===== src/rtl/sequence_presenter_pkg.sv =====
// -----------------------------------------------------------------------------
// game_pkg
// Shared definitions for the memory-game sequencing path:
//   - display ROM-select encodings
//   - sequence_presenter state enum
//   - LFSR default seed and single-step helpers (x^8+x^6+x^5+x^4+1)
// -----------------------------------------------------------------------------
package game_pkg;

    localparam logic [2:0] DISP_INTRO    = 3'b100;
    localparam logic [2:0] DISP_GAMEOVER = 3'b101;
    localparam logic [2:0] DISP_WIN      = 3'b111;

    localparam logic [7:0] LFSR_DEFAULT_SEED = 8'hA5;

    typedef enum logic [1:0] {
        IDLE = 2'd0,
        GEN  = 2'd1,
        ON   = 2'd2,
        OFF  = 2'd3
    } state_e;

    // One Fibonacci shift: taps at stages 8,6,5,4 feed bit 0.
    function automatic logic [7:0] lfsr_step(input logic [7:0] cur);
        return {cur[6:0], cur[7] ^ cur[5] ^ cur[4] ^ cur[3]};
    endfunction

    // The two LSBs the register will hold after one shift.
    function automatic logic [1:0] lfsr_next_sym(input logic [7:0] cur);
        return {cur[0], cur[7] ^ cur[5] ^ cur[4] ^ cur[3]};
    endfunction

endpackage


===== src/rtl/sequence_presenter_if.sv =====
// -----------------------------------------------------------------------------
// sequence_presenter_if
// Command/readback/display bundle between the game FSM + video mux (master)
// and sequence_presenter (slave).
//   new_pattern, play, abort : command pulses
//   level                    : current game level
//   seed_load, seed          : LFSR seeding
//   rd_idx / rd_sym          : pattern readback for the key checker
//   busy, done               : status
//   display, clear           : ROM select and screen-blank request
// -----------------------------------------------------------------------------
interface sequence_presenter_if #(
    parameter int MAX_LEN = 8
);
    localparam int IDX_W = $clog2(MAX_LEN);

    logic             new_pattern;
    logic             play;
    logic             abort;
    logic [2:0]       level;
    logic             seed_load;
    logic [7:0]       seed;
    logic [IDX_W-1:0] rd_idx;
    logic [1:0]       rd_sym;
    logic             busy;
    logic             done;
    logic [2:0]       display;
    logic             clear;

    modport master (
        output new_pattern, play, abort, level, seed_load, seed, rd_idx,
        input  rd_sym, busy, done, display, clear
    );

    modport slave (
        input  new_pattern, play, abort, level, seed_load, seed, rd_idx,
        output rd_sym, busy, done, display, clear
    );

endinterface


===== src/rtl/sequence_presenter_lfsr8.sv =====
// -----------------------------------------------------------------------------
// lfsr8
// 8-bit Fibonacci LFSR (x^8+x^6+x^5+x^4+1), shifts left, feedback into bit 0.
//   clk, reset : clock, synchronous active-high reset (to LFSR_DEFAULT_SEED)
//   load, seed : load seed; an all-zero seed is replaced by the default
//   en         : advance one step
//   q          : current register value
// -----------------------------------------------------------------------------
module lfsr8
    import game_pkg::*;
(
    input  logic       clk,
    input  logic       reset,
    input  logic       load,
    input  logic [7:0] seed,
    input  logic       en,
    output logic [7:0] q
);

    logic [7:0] q_q;
    logic [7:0] q_d;

    // Next value: load wins over shift; zero would lock the register up.
    always_comb begin
        q_d = q_q;
        if (load) begin
            if (seed == 8'h00) begin
                q_d = LFSR_DEFAULT_SEED;
            end else begin
                q_d = seed;
            end
        end else if (en) begin
            q_d = lfsr_step(q_q);
        end else begin
            q_d = q_q;
        end
    end

    // Shift register state.
    always_ff @(posedge clk) begin
        if (reset) begin
            q_q <= LFSR_DEFAULT_SEED;
        end else begin
            q_q <= q_d;
        end
    end

    assign q = q_q;

endmodule


===== src/rtl/sequence_presenter.sv =====
// -----------------------------------------------------------------------------
// sequence_presenter
// Generates a MAX_LEN-entry pattern of 2-bit symbols from an LFSR and plays the
// first L = min(level+1, MAX_LEN) symbols: each symbol is shown for ON_CYCLES,
// then the screen is cleared for OFF_CYCLES.
//   clk, reset : clock, synchronous active-high reset
//   bus        : sequence_presenter_if.slave (commands, readback, display)
// rd_sym is a combinational read of the pattern store; all other outputs are
// registered.
// -----------------------------------------------------------------------------
module sequence_presenter
    import game_pkg::*;
#(
    parameter int MAX_LEN    = 8,
    parameter int ON_CYCLES  = 25000000,
    parameter int OFF_CYCLES = 12500000,
    parameter int CNT_W      = $clog2(ON_CYCLES + 1)
) (
    input  logic                 clk,
    input  logic                 reset,
    sequence_presenter_if.slave  bus
);

    localparam int IDX_W = $clog2(MAX_LEN);
    localparam logic [CNT_W-1:0] ON_LAST  = CNT_W'(ON_CYCLES - 1);
    localparam logic [CNT_W-1:0] OFF_LAST = CNT_W'(OFF_CYCLES - 1);
    localparam logic [IDX_W-1:0] IDX_MAX  = IDX_W'(MAX_LEN - 1);

    state_e           state_q, state_d;
    logic [IDX_W-1:0] idx_q, idx_d;
    logic [CNT_W-1:0] cnt_q, cnt_d;
    logic [IDX_W-1:0] last_q, last_d;      // index of final symbol to play
    logic             done_q, done_d;
    logic             busy_q, busy_d;
    logic [2:0]       display_q, display_d;
    logic             clear_q, clear_d;
    logic [1:0]       pattern_q [MAX_LEN];

    logic [7:0]       lfsr_s;
    logic             lfsr_load_s;
    logic             lfsr_en_s;
    logic [1:0]       gen_sym_s;
    logic [IDX_W-1:0] last_lvl_s;

    assign lfsr_load_s = bus.seed_load && (state_q == IDLE);
    assign lfsr_en_s   = (state_q == GEN);
    assign gen_sym_s   = lfsr_next_sym(lfsr_s);

    lfsr8 u_lfsr (
        .clk   (clk),
        .reset (reset),
        .load  (lfsr_load_s),
        .seed  (bus.seed),
        .en    (lfsr_en_s),
        .q     (lfsr_s)
    );

    // Clamp level+1 to MAX_LEN, expressed as the last index to play.
    always_comb begin
        last_lvl_s = IDX_MAX;
        if (32'(bus.level) >= MAX_LEN - 1) begin
            last_lvl_s = IDX_MAX;
        end else begin
            last_lvl_s = IDX_W'(bus.level);
        end
    end

    // Next-state logic for the sequencer FSM, index and dwell counter.
    always_comb begin
        state_d = state_q;
        idx_d   = idx_q;
        cnt_d   = cnt_q;
        last_d  = last_q;
        done_d  = 1'b0;
        case (state_q)
            IDLE: begin
                // new_pattern outranks play; the loser is dropped.
                if (bus.new_pattern) begin
                    state_d = GEN;
                    idx_d   = '0;
                end else if (bus.play) begin
                    state_d = ON;
                    idx_d   = '0;
                    cnt_d   = '0;
                    last_d  = last_lvl_s;
                end else begin
                    state_d = IDLE;
                end
            end
            GEN: begin
                // abort is deliberately ignored so the pattern is never partial.
                if (idx_q == IDX_MAX) begin
                    state_d = IDLE;
                    idx_d   = '0;
                end else begin
                    idx_d = idx_q + 1'b1;
                end
            end
            ON: begin
                if (bus.abort) begin
                    state_d = IDLE;
                    idx_d   = '0;
                    cnt_d   = '0;
                end else if (cnt_q == ON_LAST) begin
                    state_d = OFF;
                    cnt_d   = '0;
                end else begin
                    cnt_d = cnt_q + 1'b1;
                end
            end
            OFF: begin
                if (bus.abort) begin
                    state_d = IDLE;
                    idx_d   = '0;
                    cnt_d   = '0;
                end else if (cnt_q == OFF_LAST) begin
                    cnt_d = '0;
                    if (idx_q == last_q) begin
                        state_d = IDLE;
                        idx_d   = '0;
                        done_d  = 1'b1;
                    end else begin
                        state_d = ON;
                        idx_d   = idx_q + 1'b1;
                    end
                end else begin
                    cnt_d = cnt_q + 1'b1;
                end
            end
            default: begin
                state_d = IDLE;
                idx_d   = '0;
                cnt_d   = '0;
            end
        endcase
    end

    // Output decode from the upcoming state so outputs can be registered
    // without an extra cycle of latency.
    always_comb begin
        display_d = DISP_INTRO;
        clear_d   = 1'b0;
        busy_d    = (state_d != IDLE);
        if ((state_d == ON) || (state_d == OFF)) begin
            display_d = {1'b0, pattern_q[idx_d]};
            clear_d   = (state_d == OFF);
        end else begin
            display_d = DISP_INTRO;
            clear_d   = 1'b0;
        end
    end

    // FSM, counters and registered outputs.
    always_ff @(posedge clk) begin
        if (reset) begin
            state_q   <= IDLE;
            idx_q     <= '0;
            cnt_q     <= '0;
            last_q    <= '0;
            done_q    <= 1'b0;
            busy_q    <= 1'b0;
            display_q <= DISP_INTRO;
            clear_q   <= 1'b0;
        end else begin
            state_q   <= state_d;
            idx_q     <= idx_d;
            cnt_q     <= cnt_d;
            last_q    <= last_d;
            done_q    <= done_d;
            busy_q    <= busy_d;
            display_q <= display_d;
            clear_q   <= clear_d;
        end
    end

    // Pattern store: one entry written per GEN cycle, zeroed on reset.
    always_ff @(posedge clk) begin
        if (reset) begin
            for (int i = 0; i < MAX_LEN; i++) begin
                pattern_q[i] <= 2'b00;
            end
        end else if (state_q == GEN) begin
            pattern_q[idx_q] <= gen_sym_s;
        end else begin
            for (int i = 0; i < MAX_LEN; i++) begin
                pattern_q[i] <= pattern_q[i];
            end
        end
    end

    assign bus.rd_sym  = pattern_q[bus.rd_idx];
    assign bus.busy    = busy_q;
    assign bus.done    = done_q;
    assign bus.display = display_q;
    assign bus.clear   = clear_q;

endmodule


===== src/flat_wrapper.sv =====
// flat-port wrapper written by rule: the top's interface ports become plain ports
module sequence_presenter_flat import game_pkg::*;
#(
    parameter int MAX_LEN    = 8,
    parameter int ON_CYCLES  = 25000000,
    parameter int OFF_CYCLES = 12500000,
    parameter int CNT_W      = $clog2(ON_CYCLES + 1)
)
  (clk, reset, bus_new_pattern, bus_play, bus_abort, bus_level, bus_seed_load, bus_seed, bus_rd_idx, bus_rd_sym, bus_busy, bus_done, bus_display, bus_clear);
  sequence_presenter_if #(.MAX_LEN(MAX_LEN)) bus_i ();
  input  logic clk;
  input  logic reset;
  input wire logic [$bits(bus_i.new_pattern)-1:0] bus_new_pattern;
  input wire logic [$bits(bus_i.play)-1:0] bus_play;
  input wire logic [$bits(bus_i.abort)-1:0] bus_abort;
  input wire logic [$bits(bus_i.level)-1:0] bus_level;
  input wire logic [$bits(bus_i.seed_load)-1:0] bus_seed_load;
  input wire logic [$bits(bus_i.seed)-1:0] bus_seed;
  input wire logic [$bits(bus_i.rd_idx)-1:0] bus_rd_idx;
  output wire logic [$bits(bus_i.rd_sym)-1:0] bus_rd_sym;
  output wire logic [$bits(bus_i.busy)-1:0] bus_busy;
  output wire logic [$bits(bus_i.done)-1:0] bus_done;
  output wire logic [$bits(bus_i.display)-1:0] bus_display;
  output wire logic [$bits(bus_i.clear)-1:0] bus_clear;
  assign bus_i.new_pattern = bus_new_pattern;
  assign bus_i.play = bus_play;
  assign bus_i.abort = bus_abort;
  assign bus_i.level = bus_level;
  assign bus_i.seed_load = bus_seed_load;
  assign bus_i.seed = bus_seed;
  assign bus_i.rd_idx = bus_rd_idx;
  assign bus_rd_sym = bus_i.rd_sym;
  assign bus_busy = bus_i.busy;
  assign bus_done = bus_i.done;
  assign bus_display = bus_i.display;
  assign bus_clear = bus_i.clear;
  sequence_presenter #(.MAX_LEN(MAX_LEN), .ON_CYCLES(ON_CYCLES), .OFF_CYCLES(OFF_CYCLES), .CNT_W(CNT_W)) u_core (.clk(clk), .reset(reset), .bus(bus_i));
endmodule

===== config.mk =====
export PLATFORM = sky130hd
export DESIGN_NAME = sequence_presenter_flat
export DESIGN_NICKNAME = d
export VERILOG_FILES = /design/src/rtl/sequence_presenter_pkg.sv /design/src/rtl/sequence_presenter_if.sv /design/src/rtl/sequence_presenter_lfsr8.sv /design/src/rtl/sequence_presenter.sv /design/src/flat_wrapper.sv
export SDC_FILE = /design/constraint.sdc
export NUM_CORES = 1
export LEC_CHECK = 0
export BUFFER_PORTS_ARGS = -buffer_cell sky130_fd_sc_hd__buf_2
export CORE_UTILIZATION = 64
export DETAILED_ROUTE_END_ITERATION = 10
export PLACE_DENSITY = 0.9
export SYNTH_ARGS = -nofsm -noshare
export SYNTH_HDL_FRONTEND = slang
export SYNTH_SLANG_ARGS = --single-unit
export TNS_END_PERCENT = 5

===== constraint.sdc =====
create_clock -name clk -period 4.8 [get_ports clk]
set_input_delay 0.48 -clock clk [delete_from_list [all_inputs] [get_ports clk]]
set_output_delay 0.48 -clock clk [all_outputs]
set_load 0.02 [all_outputs]

==> results.py, run 1 <==
metrics = {
    "timing": {
        "setup_tns_ps": 0,
        "holdWs_ps": 376,
        "hold_viol": 0,
        "clock.fmax_mhz": 353,
        "post-route-period-util_pct": 59.1,
        "rsz0062_at_grt": "no",
        "slew_viol_final": 0,
        "worst_slack_ps": 1960,
        "slew_headroom_pct": 27.1,
        "finalClockSkew_ps": 11.4,
        "period_minus_slack_ps": 2840,
        "worst_pin_slew_ps": 1090,
        "setup_viol": 0,
    },
    "logic_synthesis": {
        "synth-async-reset-ratio_pct": 0,
        "synthSimpleGateAreaFrac_pct": 26.2,
        "synth-warning-count": 0,
        "muxShareOfSynthArea_pct": 7.65,
        "ys_seq_area_share_pct": 42.6,
        "synth_xor_area_share_pct": 1.57,
        "synth_seq_cells": 63,
        "syn_inst": 375,
        "synth_edf_count": 16,
        "syn_avg_cell_area_sq_um": 8.90,
        "synth_flop_cell": "dfxtp_1",
        "syn_nets": 398,
        "synthAdderAreaFrac_pct": 1.12,
        "synth_top_family_by_area": "simple AND/OR/NAND/NOR gates",
        "synth_cell_types": 54,
        "syn_area_sq_um": 3340,
        "synth_compound_area_share_pct": 17.2,
    },
    "clock_tree": {
        "post-cts-setup-buffers": 0,
        "htreeDepth": 3,
        "cts-root-buf": "clkbuf_8",
        "numCtsBuffers": 9,
        "tritoncts": "done",
        "cts.hold.buffers_added": 0,
        "cts.path.max_buffers": 2,
        "cts_resized": 0,
        "clock_sinks": 63,
        "clkLatencyLatePin_ps": 350,
        "path_clk_slew_ps": 70,
    },
    "critical_path": {
        "worstPathRequired_ps": 5000,
        "crit_path_max_incr_delay_ps": 730,
        "arrival_ps": 3040,
        "crit_fanout": 27,
        "cp_slowest_cell": "a211o_1",
        "path_cells": "ha_1, and3_2, nand2_1, nor4_1, a211o_1, nor2_1, a31oi_1, a311oi_1",
        "criticalPathCategory": "reg -> reg",
        "start_kind": "flop",
        "cp-end-kind": "flop",
    },
    "routing": {
        "initialDrtViolationCount": 390,
        "via_count": 2965,
        "drcViolationCount": 0,
        "wl_per_cell_um": 16.3,
        "finalWirelength_um": 7560,
        "drtAntennaViolNets": 0,
        "firstDrtPassIters": 5,
        "route.detailed.vias_per_inst": 6.39,
    },
    "finish": {
        "drive_gt1_share_pct": 17.1,
        "syn2layout_area_growth_pct": 9.64,
        "fin_util_pct": 75.0,
        "instances_no_fill": 464,
        "stdcell_area_sq_um": 3660,
        "nFillCells": 352,
        "fin_nets": 415,
        "multi_input_area_sq_um": 1790,
        "seq_area_sq_um": 1420,
        "num_antenna_cells": 0,
    },
    "floorplan": {
        "pin_count": 28,
        "core_sq_um": 4880,
        "initial_utilization_pct": 68.4,
        "dieArea_sq_um": 5510,
        "placementRows": 25,
        "chipWidth_um": 74.2,
        "die_h_um": 74.2,
    },
    "power_and_ir_drop": {
        "ir_drop_mv": 0.270,
        "power_density_nw_per_um2": 329,
        "leakage_nw": 1.30,
        "fin_total_pwr_mw": 1.20,
    },
    "place": {
        "routabilityCongestion": 0.858,
        "dpl-instance-area_sq_um": 3460,
        "place_ws_ps": 2020,
        "dp_hpwl_um": 4990,
        "placed_cells": 448,
        "port_buffers": 27,
    },
    "run_status": {
        "outcome": "complete, no violations",
    },
    "global_route": {
        "grt_pass1_wl_um": 12000,
        "grt_max_degree": 44,
        "track_usage_pct": 29.1,
        "grt_pass1_vias": 2698,
        "antenna_found_initial": 0,
        "grt_overflow_total": 0,
    },
    "hold_path": {
        "hp-class": "in -> reg",
    },
    "flow_run": {
        "cap_violations": 0,
    },
}
[cells in the mapped netlist, types with 6 or more instances]
cell type	number	area, sq um
nor2_1	51	191
dfxtp_1	47	941
nand2_1	39	146
a21oi_1	26	130
o21ai_0	24	120
edfxtp_1	16	480
nor3_1	15	75.1
clkbuf_1	14	52.6
mux2i_1	12	120
nand3_1	11	55.1
a311oi_1	8	70.1
nor3b_1	8	60.1
a22oi_1	6	45.0
inv_1	6	22.5
[worst max-delay path, delay by kind of cell, from the launching register on]
family	cells	cell delay (ps)
AO/OA/AOI/OAI	3	1020
adder cells (fa/ha/maj)	1	210
flip-flops	1	360
AND/OR/NAND/NOR	4	1080
[layout make-up]
| type | count | share of cell area (%) |
|---|---|---|
| tap | 67 | 2.29 |
| multi-input combinational | 285 | 49.0 |
| clock inverter | 3 | 1.16 |
| clock buffer | 13 | 4.34 |
| inverter | 6 | 0.616 |
| timing repair buffer | 27 | 3.69 |
| sequential | 63 | 38.9 |
[power breakdown]
part	internal (mW)	switching (mW)	leakage (nW)
clock	0.268	0.201	0.0996
combinational	0.0605	0.0888	0.658
sequential	0.566	0.0194	0.548
[sequential cells by signal, summed over array words and instances, names as in the netlist]
signal,flops
u_core.bus.clear,1
u_core.bus.done,1
u_core.pattern_q,16
u_core.bus.busy,1
u_core.u_lfsr.q,8
u_core.idx_q,3
u_core.bus.display,3
u_core.last_q,3
u_core.state_q,2
u_core.cnt_q,25
[kinds of logic (layout without fill, tap and decap cells)]
logic type,after synthesis,after routing
simple gates,170,170
compound gates,87,87
flops,63,63
buf+inv,27,49
mux,19,19
xor+xnor,6,6
fa+ha+maj,3,3
[placed cells by master (no fill, tap or decap), types with 3 or more instances in the layout]
cell type   n
mux2i_1    12
a211oi_1    3
nor3_1     15
a31oi_1     4
nand3_1    11
nor3b_1     8
o21ai_0    24
a221oi_1    3
nand4b_1    3
clkbuf_8   11
edfxtp_1   16
and3_2      3
buf_2      27
a22oi_1     6
dfxtp_1    47
nand2b_1    5
a311oi_1    8
nor4_1      5
nand4_1     4
and3_1      3
inv_1       6
o31ai_1     3
mux4_2      5
nor2_1     51
xnor2_1     5
ha_1        3
and2_1      4
a21oi_1    26
nand2_1    39
[final timing paths]
path	start	end	slack, ps	depth (start not counted)
max	u_core.cnt_q[0]	u_core.cnt_q[20]	1960	8
min	bus_seed[2]	u_core.u_lfsr.q[2]	380	3
max reg2reg	u_core.cnt_q[0]	u_core.cnt_q[20]	1960	8
min reg2reg	u_core.u_lfsr.q[6]	u_core.u_lfsr.q[6]	460	2
[per-layer routing]
layer / vias up / part of all wire (%) / global-route usage (%)
li1: 1413 / - / -
met1: 1399 / 41 / 34.0
met2: 130 / 50 / 47.9
met3: 23 / 6.7 / 8.27
met4: 0 / 2.8 / 16.9
met5: - / 0 / 0
Power figures use the tool's default switching activity.
==> run 2: changes to the inputs <==
CORE_UTILIZATION = 54   (was 64)
PLACE_DENSITY = 0.81   (was 0.9)
clock period = 2.5 ns   (was 4.8 ns; I/O delays follow)
==> run 2 against run 1 <==
- worst hold slack worse by 230 ps
- cell area up 5.0%
- die area up 18%
- final cell count up 5.8%
- clock power up 100%
- clock-buffer cell count down 1
- combinational power up 100%
- flip-flop and latch count unchanged
- first-iteration DRC count down 43%
- wire length up 1.0%
- register-to-register slack worse by 1900 ps
- highest routed layer unchanged
==> results.py, run 2 (same netlist as run 1, synthesis figures left out) <==
metrics = {
    "place": {
        "dp_hpwl_um": 5520,
        "port_buffers": 27,
        "routabilityCongestion": 0.842,
        "placed_cells": 474,
        "dpl-instance-area_sq_um": 3620,
    },
    "timing": {
        "holdWs_ps": 146,
        "hold_viol": 0,
        "post-route-period-util_pct": 95.7,
        "clock.fmax_mhz": 418,
        "period_minus_slack_ps": 2390,
        "slew_headroom_pct": 53.3,
        "slew_viol_final": 0,
        "worst_pin_slew_ps": 698,
        "finalClockSkew_ps": 9.84,
        "setup_viol": 0,
    },
    "floorplan": {
        "initial_utilization_pct": 56.0,
        "dieArea_sq_um": 6500,
        "chipWidth_um": 80.6,
        "die_h_um": 80.6,
        "placementRows": 28,
        "core_sq_um": 5960,
        "pin_count": 28,
    },
    "critical_path": {
        "worstReg2RegStart": "u_core.cnt_q[24]",
        "crit_buf_inv": 2,
        "start_kind": "flop",
        "cp-end-kind": "flop",
        "endpoint": "u_core.bus.display[0]",
        "cp_slowest_cell": "or4b_4",
        "crit_path_max_incr_delay_ps": 530,
        "cp_num_cells": 9,
        "crit_fanout": 6,
        "criticalPathCategory": "reg -> reg",
        "arrival_ps": 2630,
        "worstPathRequired_ps": 2740,
        "r2r_end": "u_core.bus.display[0]",
        "regToRegSetupSlack_ps": 110,
        "path_cells": "or4b_4, nor4_4, buf_4, nand3_2, a2bb2oi_4, buf_4, mux2i_1, mux2i_1, a22o_1",
        "critPathLaunch": "u_core.cnt_q[24]",
        "cpLargestDelayFamily": "simple AND/OR/NAND/NOR gates",
        "reg2regPathDepth": 9,
    },
    "global_route": {
        "grt_pass1_wl_um": 12300,
        "track_usage_pct": 25.2,
        "grt_max_degree": 26,
        "grt_overflow_total": 0,
        "antenna_found_initial": 0,
        "grt_pass1_vias": 2727,
    },
    "clock_tree": {
        "path_clk_slew_ps": 70,
        "tritoncts": "done",
        "cts.path.max_buffers": 2,
        "clock_sinks": 63,
        "clkLatencyLatePin_ps": 350,
        "numCtsBuffers": 9,
        "htreeDepth": 3,
        "cts.hold.buffers_added": 0,
        "cts-root-buf": "clkbuf_8",
    },
    "finish": {
        "num_antenna_cells": 0,
        "largest_register_ffs": 25,
        "fin_nets": 434,
        "instances_no_fill": 491,
        "drive_gt1_share_pct": 21.4,
        "syn2layout_area_growth_pct": 15.1,
        "final_common_cell": "nor2_1",
        "stdcell_area_sq_um": 3840,
        "final_cell_mix": "nor2_1 (51), dfxtp_1 (47), nand2_1 (38)",
        "top_register": "u_core.cnt_q",
    },
    "flow_run": {
        "cap_violations": 0,
    },
    "power_and_ir_drop": {
        "ir_drop_mv": 0.476,
        "power_density_nw_per_um2": 616,
        "leakage_nw": 1.41,
    },
    "routing": {
        "route.detailed.vias_per_inst": 6.11,
        "drtAntennaViolNets": 0,
        "initialDrtViolationCount": 221,
        "via_count": 3002,
        "firstDrtPassIters": 5,
        "finalWirelength_um": 7640,
        "wl_per_cell_um": 15.6,
        "drcViolationCount": 0,
    },
    "hold_path": {
        "hp-class": "in -> reg",
    },
    "run_status": {
        "outcome": "complete, no violations",
    },
}
[run 2: cell count changes in the layout (fill, tap and decap cells not counted)]
cell and change:
buf_12 +1, buf_4 +18, bufinv_16 +1, clkbuf_1 +1, clkbuf_8 -2, clkinv_2 +1, clkinvlp_4 -1, nand2_1 -1
nand2_2 +1, nand3_1 -1, nand3_2 +1, nor4_1 -1, nor4_2 +1
[run 2: final cells by class]
type | instances | area [sq um]
repair buffers | 46 | 290
clock buffers | 12 | 135
flip-flops and latches | 63 | 1420
multi-input cells | 285 | 1810
fillers | 496 | 2110
well taps | 75 | 93.8
clock inverters | 4 | 70.1
inverters | 6 | 22.5
[run 2: routing by layer]
metal  share of wire (%)  vias up  routed length (um)  track usage (%)
li1                    -     1453                   -                -
met1                  45     1426                3400             30.1
met2                  48      101                3650             40.8
met3                 5.1       22                 391             6.93
met4                 2.5        0                 194             13.6
met5                   0        -                   0                0
[run 2: worst min-delay path by stage]
stage / end / slack (ps) / cells past startpoint / start
floorplan: u_core.last_q[0] / 400 / 2 / bus_level[0]
global placement: u_core.u_lfsr.q[6] / 440 / 2 / u_core.u_lfsr.q[6]
detailed placement: u_core.u_lfsr.q[6] / 450 / 2 / u_core.u_lfsr.q[6]
CTS: u_core.last_q[0] / 150 / 3 / bus_level[0]
global route: u_core.last_q[0] / 160 / 3 / bus_level[0]
finish: u_core.last_q[0] / 150 / 3 / bus_level[0]
[run 2: repair_timing]
item | in CTS | in global routing
endpoints found under the setup margin | 0 | 8
setup buffers | 0 | 1
resized for setup | 0 | 2
[run 2: through the flow]
step	util, %	setup WS [ps]	power [mW]	setup TNS, ps
floorplan	-	9.27	1.35	0
global placement	60.8	82.9	1.43	0
detailed placement	60.8	16.3	1.44	0
CTS	64.2	1.83	2.37	0
global route	64.5	-11.9	2.46	-11.9
finish	64.5	107	2.37	0
[run 2: power by group]
group | leakage [nW] | switching, mW | total (mW) | internal (mW)
Combinational | 0.761 | 0.170 | 0.299 | 0.129
Sequential | 0.548 | 0.0379 | 1.12 | 1.09
Clock | 0.104 | 0.384 | 0.943 | 0.559
Total | 1.41 | 0.591 | 2.37 | 1.77
[run 2: worst register-to-register path: stages, from the launching register on]
cell and delay (ps):
dfxtp_1 330, or4b_4 530, nor4_4 260, buf_4 190
nand3_2 100, a2bb2oi_4 160, buf_4 180, mux2i_1 200
mux2i_1 100, a22o_1 230
==> run 3: changes to the inputs <==
BUFFER_PORTS_ARGS = not set   (was -buffer_cell sky130_fd_sc_hd__buf_2)
CORE_UTILIZATION = 57   (was 54)
DONT_BUFFER_PORTS = 1   (was not set)
PLACE_DENSITY = 0.8   (was 0.81)
==> run 3 against run 2 <==
- die area fell by 5.1%
- global-route usage rose by 0.81 points
- via count down 2.8%
- critical path type unchanged
- first-iteration DRC count down 29%
- flip-flop and latch count unchanged
- largest cell class unchanged
==> results.py, run 3 (same netlist as run 1, synthesis figures left out) <==
metrics = {
    "hold_path": {
        "hold_path_startpoint": "reset",
        "hp-class": "in -> reg",
    },
    "finish": {
        "final_cell_mix": "nor2_1 (51), dfxtp_1 (47), nand2_1 (38)",
        "drive_gt1_share_pct": 15.7,
        "fin_nets": 407,
        "largest_register_ffs": 25,
        "num_antenna_cells": 0,
        "top_register": "u_core.cnt_q",
        "nFillCells": 420,
        "instances_no_fill": 461,
        "syn2layout_area_growth_pct": 11.4,
        "final_common_cell": "nor2_1",
    },
    "floorplan": {
        "initial_utilization_pct": 59.9,
        "pin_count": 28,
        "dieArea_sq_um": 6160,
        "placementRows": 27,
        "core_sq_um": 5570,
        "chipWidth_um": 78.5,
        "die_h_um": 78.5,
    },
    "global_route": {
        "grt_pass1_wl_um": 12300,
        "grt_overflow_total": 0,
        "grt_max_degree": 37,
        "grt_pass1_vias": 2636,
        "track_usage_pct": 26.0,
        "antenna_found_initial": 0,
    },
    "power_and_ir_drop": {
        "power_density_nw_per_um2": 634,
        "ir_drop_mv": 0.435,
        "fin_total_pwr_mw": 2.36,
        "leakage_nw": 1.30,
    },
    "timing": {
        "finalClockSkew_ps": 10.7,
        "worst_pin_slew_ps": 639,
        "slew_headroom_pct": 57.2,
        "period_minus_slack_ps": 2390,
        "slew_viol_final": 0,
        "post-route-period-util_pct": 95.8,
        "rsz0062_at_grt": "no",
        "setup_viol": 0,
        "hold_viol": 0,
        "clock.fmax_mhz": 418,
    },
    "routing": {
        "finalWirelength_um": 7600,
        "met1_length_um": 3210,
        "wl_met2_um": 3880,
        "met3_length_um": 384,
        "wl_per_cell_um": 16.5,
        "drtAntennaViolNets": 0,
        "firstDrtPassIters": 5,
        "drcViolationCount": 0,
        "initialDrtViolationCount": 157,
        "highest_layer": "met4",
        "route.detailed.vias_per_inst": 6.33,
        "via_count": 2919,
    },
    "flow_run": {
        "cap_violations": 0,
    },
    "run_status": {
        "outcome": "complete, no violations",
    },
    "critical_path": {
        "cp_slowest_cell": "or4b_4",
        "critPathLaunch": "u_core.cnt_q[24]",
        "endpoint": "u_core.bus.display[1]",
        "criticalPathCategory": "reg -> reg",
        "crit_path_max_incr_delay_ps": 530,
        "worstPathRequired_ps": 2740,
        "regToRegSetupSlack_ps": 110,
        "start_kind": "flop",
        "arrival_ps": 2640,
        "cp-end-kind": "flop",
        "path_cells": "or4b_4, nor4_4, buf_4, nand3_2, a2bb2oi_4, buf_4, mux2i_1, mux2i_1, a22o_1",
        "r2r_end": "u_core.bus.display[1]",
        "crit_fanout": 6,
        "reg2regPathDepth": 9,
        "worstReg2RegStart": "u_core.cnt_q[24]",
    },
    "clock_tree": {
        "tritoncts": "done",
        "htreeDepth": 3,
        "path_clk_slew_ps": 70,
        "clkLatencyLatePin_ps": 350,
        "cts-root-buf": "clkbuf_8",
        "numCtsBuffers": 9,
        "clock_sinks": 63,
        "cts.path.max_buffers": 2,
    },
    "place": {
        "dp_hpwl_um": 5250,
        "routabilityCongestion": 0.852,
        "port_buffers": 0,
        "placed_cells": 442,
    },
}
## run 3: repair_timing
item,CTS,global route
resized for setup,0,1
hold buffers,2,0
setup endpoints to repair,2,4
pin swaps,2,0
hold endpoints to repair,36,0
buffers inserted,1,0
## run 3: per-layer routing
| metal | global-route usage, % | vias to the layer above |
|---|---|---|
| met1 | 30.6 | 1416 |
| met5 | 0 | - |
| met3 | 7.67 | 15 |
| met2 | 44.3 | 86 |
| li1 | - | 1402 |
| met4 | 9.81 | 0 |
## run 3: how the worst min path moves through the flow
stage	slack [ps]	to	depth (start not counted)
finish	20	u_core.u_lfsr.q[5]	2
global route	9	u_core.u_lfsr.q[5]	2
CTS	9	u_core.u_lfsr.q[5]	2
detailed placement	330	u_core.u_lfsr.q[1]	1
global placement	330	u_core.u_lfsr.q[1]	1
floorplan	400	u_core.last_q[0]	2
## run 3: where the power goes
| group | switching (mW) | internal (mW) | total, mW |
|---|---|---|---|
| logic | 0.152 | 0.116 | 0.268 |
| clock network | 0.401 | 0.558 | 0.958 |
| registers | 0.0446 | 1.09 | 1.13 |
| total | 0.597 | 1.76 | 2.36 |
## run 3: stage by stage
| step | hold WS [ps] | setup slack, ps | TNS, ps | instance area [sq um] | utilization [%] |
|---|---|---|---|---|---|
| 3_5_place_dp | 328 | -23.9 | -23.9 | 3470 | 62.2 |
| 2_1_floorplan | 397 | 9.27 | 0 | 3340 | - |
| 6_report | 15.6 | 106 | 0 | 3720 | 66.7 |
| 3_3_place_gp | 325 | 77.9 | 0 | 3470 | 62.2 |
| 5_1_grt | 9.44 | 0.494 | 0 | 3720 | 66.7 |
| 4_1_cts | 8.60 | 107 | 0 | 3720 | 66.7 |
## run 3: final cells by class
type                            count  area, sq um  share of cell area (%)
Clock buffer                       10          128                    3.43
Clock inverter                      6         85.1                    2.29
Inverter                            6         22.5                   0.606
Multi-Input combinational cell    285         1800                    48.5
Sequential cell                    63         1420                    38.2
Tap cell                           72         90.1                    2.42
Timing Repair Buffer               19          170                    4.58
## run 3: critical path: cells and delay by family, from the launching register on
kind,cells,cell delay [ps]
and+or+nand+nor,3,870
AOI/OAI and AO/OA,2,380
buffers and inverters,2,360
DFF,1,340
muxes,2,340
